<file path="config.mk">
export PLATFORM = sky130hd
export DESIGN_NAME = stage_if_prefetch_flat
export DESIGN_NICKNAME = d
export VERILOG_FILES = /design/src/rtl/if_pkg.sv /design/src/rtl/stage_if_prefetch_if.sv /design/src/rtl/fetch_fifo.sv /design/src/rtl/stage_if_prefetch.sv /design/src/flat_wrapper.sv
export SDC_FILE = /design/constraint.sdc
export NUM_CORES = 1
export LEC_CHECK = 0
export ABC_AREA = 1
export ABC_CLOCK_PERIOD_IN_PS = 5650
export CAP_MARGIN = 10
export CORE_MARGIN = 4
export CORE_UTILIZATION = 50
export CTS_CLUSTER_DIAMETER = 50
export CTS_CLUSTER_SIZE = 8
export DETAILED_ROUTE_END_ITERATION = 6
export GPL_TIMING_DRIVEN = 0
export PLACE_DENSITY = 0.74
export SYNTH_ARGS = -nofsm -noshare
export SYNTH_HDL_FRONTEND = slang
export SYNTH_SLANG_ARGS = --single-unit
</file>
<file path="constraint.sdc">
create_clock -name clk -period 5.65 [get_ports clk]
set_input_delay 0.565 -clock clk [delete_from_list [all_inputs] [get_ports clk]]
set_output_delay 0.565 -clock clk [all_outputs]
set_load 0.02 [all_outputs]
</file>
<file path="src/rtl/if_pkg.sv">
// Shared defaults and the fetch-entry record for the instruction-fetch prefetch stage.
package if_pkg;

  localparam int unsigned IF_XLEN     = 64;
  localparam int unsigned IF_ILEN     = 32;
  localparam int unsigned IF_DEPTH    = 4;
  localparam int unsigned IF_PC_STEP  = 4;
  localparam logic [IF_XLEN-1:0] IF_RESET_PC = '0;

  typedef struct packed {
    logic [IF_XLEN-1:0] pc;
    logic [IF_ILEN-1:0] instr;
  } fetch_entry_t;

endpackage

</file>
<file path="src/rtl/stage_if_prefetch_if.sv">
// Instruction-memory request/response channel plus the fetch-to-decode handshake.
interface stage_if_prefetch_if #(
  parameter int XLEN = 64,
  parameter int ILEN = 32
);

  logic            imem_req_valid;
  logic            imem_req_ready;
  logic [XLEN-1:0] imem_req_addr;
  logic            imem_rsp_valid;
  logic [ILEN-1:0] imem_rsp_data;
  logic            out_valid;
  logic            out_ready;
  logic [XLEN-1:0] out_pc;
  logic [ILEN-1:0] out_instr;

  modport master (
    output imem_req_valid, imem_req_addr, out_valid, out_pc, out_instr,
    input  imem_req_ready, imem_rsp_valid, imem_rsp_data, out_ready
  );

  modport slave (
    input  imem_req_valid, imem_req_addr, out_valid, out_pc, out_instr,
    output imem_req_ready, imem_rsp_valid, imem_rsp_data, out_ready
  );

endinterface

</file>
<file path="src/rtl/fetch_fifo.sv">
// Synchronous FIFO holding fetched {pc, instr} entries; flush wins over a same-cycle push.
module fetch_fifo #(
  parameter int WIDTH = 96,
  parameter int DEPTH = 4
) (
  input  logic                       clk,
  input  logic                       reset,
  input  logic                       push,
  input  logic                       pop,
  input  logic                       flush,
  input  logic [WIDTH-1:0]           din,
  output logic [WIDTH-1:0]           dout,
  output logic [$clog2(DEPTH+1)-1:0] count,
  output logic                       empty,
  output logic                       full
);

  localparam int AW = $clog2(DEPTH);
  localparam int CW = $clog2(DEPTH+1);

  logic [WIDTH-1:0] mem [DEPTH];
  logic [AW-1:0]    rd_ptr;
  logic [AW-1:0]    wr_ptr;
  logic             do_push;
  logic             do_pop;

  assign empty   = (count == '0);
  assign full    = (count == CW'(DEPTH));
  assign do_pop  = pop && !empty;
  // A full queue still accepts a write when the head leaves in the same cycle.
  assign do_push = push && (!full || do_pop);
  assign dout    = mem[rd_ptr];

  always_ff @(posedge clk) begin
    if (reset || flush) begin
      rd_ptr <= '0;
      wr_ptr <= '0;
      count  <= '0;
    end else begin
      if (do_push) wr_ptr <= wr_ptr + AW'(1);
      if (do_pop)  rd_ptr <= rd_ptr + AW'(1);
      count <= count + CW'(do_push) - CW'(do_pop);
    end
  end

  always_ff @(posedge clk) begin
    if (do_push && !flush) mem[wr_ptr] <= din;
  end

endmodule

</file>
<file path="src/rtl/stage_if_prefetch.sv">
// Instruction-fetch stage: credit-limited request issue, in-order response capture into a
// prefetch queue, and redirects that flush buffered entries and drop in-flight responses.
module stage_if_prefetch
  import if_pkg::*;
#(
  parameter int              XLEN     = IF_XLEN,
  parameter int              ILEN     = IF_ILEN,
  parameter int              DEPTH    = IF_DEPTH,
  parameter logic [XLEN-1:0] RESET_PC = XLEN'(IF_RESET_PC),
  parameter int              PC_STEP  = IF_PC_STEP
) (
  input  logic                clk,
  input  logic                reset,
  input  logic                redirect_valid,
  input  logic [XLEN-1:0]     redirect_target,
  stage_if_prefetch_if.master bus
);

  localparam int CW = $clog2(DEPTH+1);
  localparam int OW = CW + 1;

  typedef struct packed {
    logic [XLEN-1:0] pc;
    logic [ILEN-1:0] instr;
  } entry_t;

  logic [XLEN-1:0] req_pc;
  logic [XLEN-1:0] rsp_pc;
  logic [CW-1:0]   inflight;
  logic [CW-1:0]   drop;
  logic [XLEN-1:0] req_pc_nx;
  logic [XLEN-1:0] rsp_pc_nx;
  logic [CW-1:0]   inflight_nx;
  logic [CW-1:0]   drop_nx;

  logic [CW-1:0]   q_count;
  logic            q_empty;
  logic            q_full;
  entry_t          q_din;
  entry_t          q_dout;

  logic [OW-1:0]   occupancy;
  logic            req_valid;
  logic            req_fire;
  logic            rsp_take;
  logic            rsp_drop;
  logic            push_q;
  logic            out_valid;
  logic            pop_q;
  logic [XLEN-1:0] target_aligned;

  // Request side: one credit per queue slot covers both in-flight and buffered fetches.
  assign occupancy = {1'b0, inflight} + {1'b0, q_count};
  assign req_valid = !reset && !redirect_valid && (occupancy < OW'(DEPTH));
  assign req_fire  = req_valid && bus.imem_req_ready;

  // Response side: responses with nothing outstanding are stray and ignored.
  assign rsp_take  = bus.imem_rsp_valid && (inflight != '0);
  assign rsp_drop  = rsp_take && (drop != '0);
  assign push_q    = rsp_take && !rsp_drop;
  assign q_din     = '{pc: rsp_pc, instr: bus.imem_rsp_data};

  assign out_valid = !reset && !q_empty;
  assign pop_q     = out_valid && bus.out_ready;

  assign target_aligned = {redirect_target[XLEN-1:2], 2'b00};

  always_comb begin
    inflight_nx = inflight + CW'(req_fire) - CW'(rsp_take);
    drop_nx     = drop - CW'(rsp_drop);
    req_pc_nx   = req_fire ? req_pc + XLEN'(PC_STEP) : req_pc;
    rsp_pc_nx   = push_q ? rsp_pc + XLEN'(PC_STEP) : rsp_pc;
    // No request issues during a redirect, so every remaining in-flight fetch is stale.
    if (redirect_valid) begin
      req_pc_nx = target_aligned;
      rsp_pc_nx = target_aligned;
      drop_nx   = inflight_nx;
    end
  end

  always_ff @(posedge clk) begin
    if (reset) begin
      req_pc   <= RESET_PC;
      rsp_pc   <= RESET_PC;
      inflight <= '0;
      drop     <= '0;
    end else begin
      req_pc   <= req_pc_nx;
      rsp_pc   <= rsp_pc_nx;
      inflight <= inflight_nx;
      drop     <= drop_nx;
    end
  end

  fetch_fifo #(
    .WIDTH (XLEN + ILEN),
    .DEPTH (DEPTH)
  ) u_fifo (
    .clk   (clk),
    .reset (reset),
    .push  (push_q),
    .pop   (pop_q),
    .flush (redirect_valid),
    .din   (q_din),
    .dout  (q_dout),
    .count (q_count),
    .empty (q_empty),
    .full  (q_full)
  );

  assign bus.imem_req_valid = req_valid;
  assign bus.imem_req_addr  = req_pc;
  assign bus.out_valid      = out_valid;
  assign bus.out_pc         = q_dout.pc;
  assign bus.out_instr      = q_dout.instr;

endmodule
</file>
<file path="src/flat_wrapper.sv">
// flat-port wrapper written by rule: the top's interface ports become plain ports
module stage_if_prefetch_flat import if_pkg::*;
#(
  parameter int              XLEN     = IF_XLEN,
  parameter int              ILEN     = IF_ILEN,
  parameter int              DEPTH    = IF_DEPTH,
  parameter logic [XLEN-1:0] RESET_PC = XLEN'(IF_RESET_PC),
  parameter int              PC_STEP  = IF_PC_STEP
)
  (clk, reset, redirect_valid, redirect_target, bus_imem_req_valid, bus_imem_req_addr, bus_out_valid, bus_out_pc, bus_out_instr, bus_imem_req_ready, bus_imem_rsp_valid, bus_imem_rsp_data, bus_out_ready);
  stage_if_prefetch_if #(.XLEN(XLEN), .ILEN(ILEN)) bus_i ();
  input  logic clk;
  input  logic reset;
  input  logic redirect_valid;
  input  logic [XLEN-1:0] redirect_target;
  output wire logic [$bits(bus_i.imem_req_valid)-1:0] bus_imem_req_valid;
  output wire logic [$bits(bus_i.imem_req_addr)-1:0] bus_imem_req_addr;
  output wire logic [$bits(bus_i.out_valid)-1:0] bus_out_valid;
  output wire logic [$bits(bus_i.out_pc)-1:0] bus_out_pc;
  output wire logic [$bits(bus_i.out_instr)-1:0] bus_out_instr;
  input wire logic [$bits(bus_i.imem_req_ready)-1:0] bus_imem_req_ready;
  input wire logic [$bits(bus_i.imem_rsp_valid)-1:0] bus_imem_rsp_valid;
  input wire logic [$bits(bus_i.imem_rsp_data)-1:0] bus_imem_rsp_data;
  input wire logic [$bits(bus_i.out_ready)-1:0] bus_out_ready;
  assign bus_imem_req_valid = bus_i.imem_req_valid;
  assign bus_imem_req_addr = bus_i.imem_req_addr;
  assign bus_out_valid = bus_i.out_valid;
  assign bus_out_pc = bus_i.out_pc;
  assign bus_out_instr = bus_i.out_instr;
  assign bus_i.imem_req_ready = bus_imem_req_ready;
  assign bus_i.imem_rsp_valid = bus_imem_rsp_valid;
  assign bus_i.imem_rsp_data = bus_imem_rsp_data;
  assign bus_i.out_ready = bus_out_ready;
  stage_if_prefetch #(.XLEN(XLEN), .ILEN(ILEN), .DEPTH(DEPTH), .RESET_PC(RESET_PC), .PC_STEP(PC_STEP)) u_core (.clk(clk), .reset(reset), .redirect_valid(redirect_valid), .redirect_target(redirect_target), .bus(bus_i));
endmodule
</file>
==> metrics <==
post-CTS sizing=0; post-place instance area=27480 µm²; routed len/inst=22.64 µm; post-synthesis cell type with the largest combined area=edfxtp_1; layout cell share with drive strength beyond 1=6.479%; Crit Reg-Reg Endpoint=u_core.u_fifo.mem[2][87]$_DFFE_PP_; post-synthesis sequential area ratio=59.10%; Post-Route WL=82240 µm; DRT iter0 DRCs=2390; Req. time, crit path=5.09 ns; Rel. slew slack=13.02%; Hold WS=0.4813 ns; Synth area leaders=edfxtp_1 47%, dfxtp_1 12%, nor2_1 7.4%; Final WS setup=1.503 ns; Final Max Tran Viols=0; worst r2r src=u_core.inflight[1]$_SDFF_PP0_; yosys warns=0; Setup Viol. Count Final=0; asr flop ratio synth=0%; clock sink count=515; Num CTS Buffers=79; H-Tree Depth=3; first drt pass iteration count=7; RD Place Congestion=0.9554; Die X=226.2 µm; vias per cell=5.854; fin crit share=73.41%; Worst Tran Pin Value=1.300 ns; port buffer count=256; switching power=0.002812 W; clk_lat worst skew=0.62 ns; Synth cell types=45; largest net degree at the start of global routing=30; initial core utilization=50.83%; Clk pwr share=42.1%; worst hold path type=primary input to flop; number of synthesized register bits=515; final hold viol count=0; Root Buffer=clkbuf_16; Vias=21270; reg2reg path depth=11; fmax=241.1 MHz; syn avg cell area=9.051 µm²; setup slack after placement=1.420 ns; switching share of power=26.90%; critical path endpoint category=output pin; antenna violations before repair=0; MaxCap Viol Count=0; vias in the first global route=20360; Sum Neg Setup Slack=0 ns; part of the power in registers=44.3%; crit path max fanout=10; count leader, synth=nor2_1; die area=51180 µm²; nets@finish=3103; Layout area overhead=25.16%; Hold Buf Count CTS=0; Pint=0.007639 W; EDFF count, synth=376; RSZ-0062 raised after global routing=false; Comb pwr share=13.6%; post-route ant nets=0; # rows=79; critical path type=flop to output pin; CP arrival=3.58 ns; Power Density=350.6 nW/µm²; Worst Clk Skew=0.02639 ns; minimum clock period=4.147 ns; Cells after Synth=2631; Core Area=46850 µm²; Post-CTS Setup Inserts=0; top post-synthesis cells by count=469 x nor2_1, 467 x nand2_1, 376 x edfxtp_1, 293 x o21ai_0, 187 x inv_1; DPL Wire Length=59480 µm; CTS clk-pin slew, worst paths=0.05 ns; Most used DFF post-synth=edfxtp_1; DRC=0; fin area=29810 µm²; CTS Buffer Depth=3; CP startpoint kind=flop; Yosys top cell area share=47.41%; Ports=264; Filler cells=3836; P_leak=10.35 nW; status=finished, final reports clean; Setup crit end=bus_out_pc[55]; CTS tree=yes; cell area after synthesis=23810 µm²; Total GRT Usage=31.34%; first-pass GRT wire length=121300 µm; Max IR drop VDD=0.1779 mV; grt ovf=0; R2R setup slack=1.88 ns; die height=226.2 µm
[metrics by stage]
step | power, W | std cells | util (%)
after detailed placement | 0.006087 | 3511 | 58.65
after global routing | 0.01078 | 3632 | 63.61
after floorplan | 0.005353 | 2634 | -
final | 0.01045 | 3633 | 63.62
after global placement | 0.006048 | 3497 | 57.94
after CTS | 0.01047 | 3632 | 63.61
[layout by cell type (no fill, tap or decap), drive strengths merged, types with 3 or more instances in the layout]
master,n
nor2,493
nand2,476
edfxtp,376
o21ai,306
clkdlybuf4s50,256
inv,195
clkbuf,179
nand3,163
dfxtp,139
a21oi,116
o22ai,110
buf,58
nand4,32
nor3,19
ha,14
a31oi,12
o21bai,11
clkinv,11
o211ai,10
xor2,10
or2,6
nand3b,6
xnor2,5
conb,4
and2,4
bufinv,3
[sequential cells by signal (all words and copies together) (netlist names), named ones only]
signal,count
u_core.u_fifo.wr_ptr,2
u_core.bus.imem_req_addr,62
u_core.u_fifo.rd_ptr,2
u_core.u_fifo.mem,376
u_core.rsp_pc,62
u_core.u_fifo.count,3
u_core.drop,3
u_core.inflight,3
[kinds of logic (layout without fill, tap and decap cells)]
logic type | count (synthesis) | in the layout | share of synthesized area [%]
buffers and inverters | 311 | 702 | 5.307
adders and majority gates | 16 | 16 | 0.9037
other | 1 | 5 | 0.01575
and+or+nand+nor | 1201 | 1201 | 21.15
AOI/OAI and AO/OA | 572 | 572 | 12.98
DFF | 515 | 515 | 59.10
xor gates and xnor gates | 15 | 15 | 0.5516
[cell type report]
type	instances	area, µm²	area share, %
clock buffer	105	2106	7.065
multi-input combinational	1808	8518	28.58
timing repair buffer	270	2865	9.613
inverter	193	725.7	2.435
antenna	1	2.502	0.008396
clock inverter	16	217.7	0.7304
sequential	515	14070	47.22
tap	607	759.5	2.548
buffer	118	538.0	1.805
[metal layers]
layer	share of wire [%]	global-route usage [%]	routed length [µm]	vias up
met5	0	0	0	-
met2	46	49.85	37650	1200
met3	9.1	5.200	7451	234
li1	-	-	-	9771
met1	40	41.72	32650	10060
met4	5.5	16.18	4484	0
[worst min-delay path by stage]
| stage | from | to | slack, ns | cells past startpoint |
|---|---|---|---|---|
| 3_3_place_gp | u_core.u_fifo.wr_ptr[1]$_SDFFE_PP0P_ | u_core.u_fifo.wr_ptr[1]$_SDFFE_PP0P_ | 0.50 | 2 |
| 3_5_place_dp | u_core.u_fifo.count[2]$_SDFF_PP0_ | u_core.u_fifo.count[2]$_SDFF_PP0_ | 0.51 | 2 |
| 2_1_floorplan | u_core.u_fifo.rd_ptr[1]$_SDFFE_PP0N_ | flop | 0.46 | 1 |
| 5_1_grt | redirect_valid | u_core.u_fifo.count[0]$_SDFF_PP0_ | 0.49 | 4 |
| 4_1_cts | redirect_valid | u_core.u_fifo.count[1]$_SDFF_PP0_ | 0.44 | 4 |
| 6_report | redirect_valid | u_core.u_fifo.count[0]$_SDFF_PP0_ | 0.48 | 4 |
[power groups by stage]
stage	logic (W)	registers [W]	clock network, W
after floorplan	0.000723	0.00463	0
after detailed placement	0.00140	0.00469	0
after global placement	0.00134	0.00471	0
final	0.00142	0.00463	0.00440
after global routing	0.00153	0.00465	0.00461
after CTS	0.00141	0.00462	0.00443
[worst max-delay path, cell delays in order, from the launching register on]
cell             delay (ns)
dfxtp_1                0.30
buf_2                  0.29
buf_2                  0.38
clkinv_1               0.33
buf_2                  0.33
clkbuf_1               0.28
o21ai_0                0.32
o22ai_1                0.16
clkdlybuf4s50_1        0.57
Power figures use the tool's default switching activity.
==> RTL edit: new RTL, config.mk and constraints unchanged <==
The package constant `IF_DEPTH` goes from 4 to 2.
--- a/src/rtl/if_pkg.sv
+++ b/src/rtl/if_pkg.sv
@@ -3,7 +3,7 @@
 
   localparam int unsigned IF_XLEN     = 64;
   localparam int unsigned IF_ILEN     = 32;
-  localparam int unsigned IF_DEPTH    = 4;
+  localparam int unsigned IF_DEPTH    = 2;
   localparam int unsigned IF_PC_STEP  = 4;
   localparam logic [IF_XLEN-1:0] IF_RESET_PC = '0;
 
Behaviour: not the same (a bounded check fails within 4 cycles, from zero or initial values and one cycle with reset high).
==> RTL edit against the original RTL <==
- synthesized area is 31% lower
- power decreased by 40%
- final cell count down 25%
- first-iteration DRC count down 39%
- sequential cell count shrank 194
- routed wire length is 30% lower
- non-clock buffer count fell by 62
- core utilization up 1.4 points
- sequential share of layout area fell by 7.8 points
- cell area shrank 29%
- global-route usage is 0.36 points lower
- clock power decreased by 41%
- worst setup slack better by 750 ps
- combinational power is 36% lower
- critical path type unchanged
- critical endpoint is now bus_out_pc[21]
- highest routed layer unchanged
==> RTL edit: results (changes against the original RTL) <==
- Cell internal pwr: 4.575 mW (-40%)
- Post-synth EDFFs: 188 (-50%)
- Final net count: 2,366 (-24%)
- Area share of fa/ha/maj cells after synthesis: 0.6554% (-0.25 points)
- Number of global-route vias before repair: 14,800 (-27%)
- Synthesized-area fraction occupied by xor and xnor cells: 1.654% (+1.1 points)
- Pin count of the biggest net entering global routing: 34 (+13%)
- H-tree Lvls: 2 (-1)
- Post-synthesis cell type count: 46 (+2.2%)
- Met3 layer usage reported by global route: 6.084% (+0.88 points)
- Seq power: 2.79 mW (-40%)
- WL met2: 26,210 um (-30%)
- TritonCTS buffer count: 47 (-41%)
- Clock power frac: 41.4% (-0.7 points)
- Via density: 5.562 (-5.0%)
- I/O Buffers: 255 (-0.39%)
- Layout cells sized above 1: 10.99% (+4.5 points)
- Max VDD drop: 207.6 uV (+17%)
- Post-Place Worst Slack: 2032 ps (+611.4 ps)
- Met2 usage: 50.50% (+0.64 points)
- Global Route Usage Sum: 30.98% (-0.36 points)
- Clk_skew: 21.44 ps (-4.957 ps)
- GPL Wtd Cong: 0.9916 (+3.8%)
- Status: finished, final reports clean
- Worst EP arrival: 2840 ps (-740 ps)
- Largest register FFs: 188 (-50%)
- Synth cell count leaders: 494 x nand2_1, 235 x nor2_1, 194 x inv_1, 188 x edfxtp_1, 133 x dfxtp_1
- Multiplexer share of the synthesized area: 6.447% (+6.4 points)
- Post-Route M1 WL: 23,120 um (-29%)
- Final WL: 57,230 um (-30%)
- First-pass GRT wire length: 85,620 um (-29%)
- Drt pass-1 iters: 6 (-1)
- First DRT Iteration DRCs: 1,468 (-39%)
- Area contributors post-synth: edfxtp_1 34%, dfxtp_1 16%, nand2_1 11%, mux2_2 6.4%, nor2_1 5.4%
- Met3 wire length: 5282 um (-29%)
- Post-Synthesis Cells: 1,941 (-26%)
RTL edit: cell count changes in the layout (fill, tap and decap cells not counted), moves of 10 or more:
| cell | change |
|---|---|
| nand4_1 | -10 |
| o21ai_0 | -196 |
| xor2_1 | +14 |
| nor3_1 | -12 |
| mux2_2 | +94 |
| nand3_1 | -38 |
| nand2_1 | +27 |
| edfxtp_1 | -188 |
| o22ai_1 | -105 |
| clkbuf_16 | -33 |
| a31oi_1 | +18 |
| clkbuf_1 | -39 |
| nor2_1 | -231 |
RTL edit: area by class of cell:
type / instances / area share, %
repair buffers: 263 / 12.86
well taps: 442 / 2.621
plain buffers: 63 / 1.399
clock buffers: 80 / 6.256
inverters: 201 / 3.575
multi-input cells: 1359 / 33.60
diodes: 1 / 0.01186
clock inverters: 5 / 0.3083
flip-flops and latches: 321 / 39.37
RTL edit: final timing paths:
path	start	to	slack, ps	depth (start not counted)
setup / recovery	register	bus_out_pc[21]	2250	4
hold / removal	reset	u_core.inflight[0]$_SDFF_PP0_	370	2
setup reg to reg	u_core.inflight[1]$_SDFF_PP0_	u_core.u_fifo.mem[1][94]$_DFFE_PP_	2600	8
hold reg to reg	u_core.u_fifo.wr_ptr$_SDFFE_PP0P_	u_core.u_fifo.wr_ptr$_SDFFE_PP0P_	480	2
RTL edit: stage by stage:
step                util (%)  setup TNS [ps]  power, mW  cell area (sq um)  hold slack [ps]
floorplan                  -               0      3.252              16440            440.8
global placement       60.22         -252160      3.681              19540            448.2
detailed placement     60.74               0      3.710              19710            467.0
CTS                    65.01               0      6.302              21100            352.1
global route           65.01               0      6.508              21100            381.4
finish                 65.02               0      6.288              21100            372.9
RTL edit: critical path: stages (launching register included):
cell,delay [ps]
dfxtp_1,390
clkbuf_1,560
buf_2,380
mux2_2,370
clkdlybuf4s50_1,580
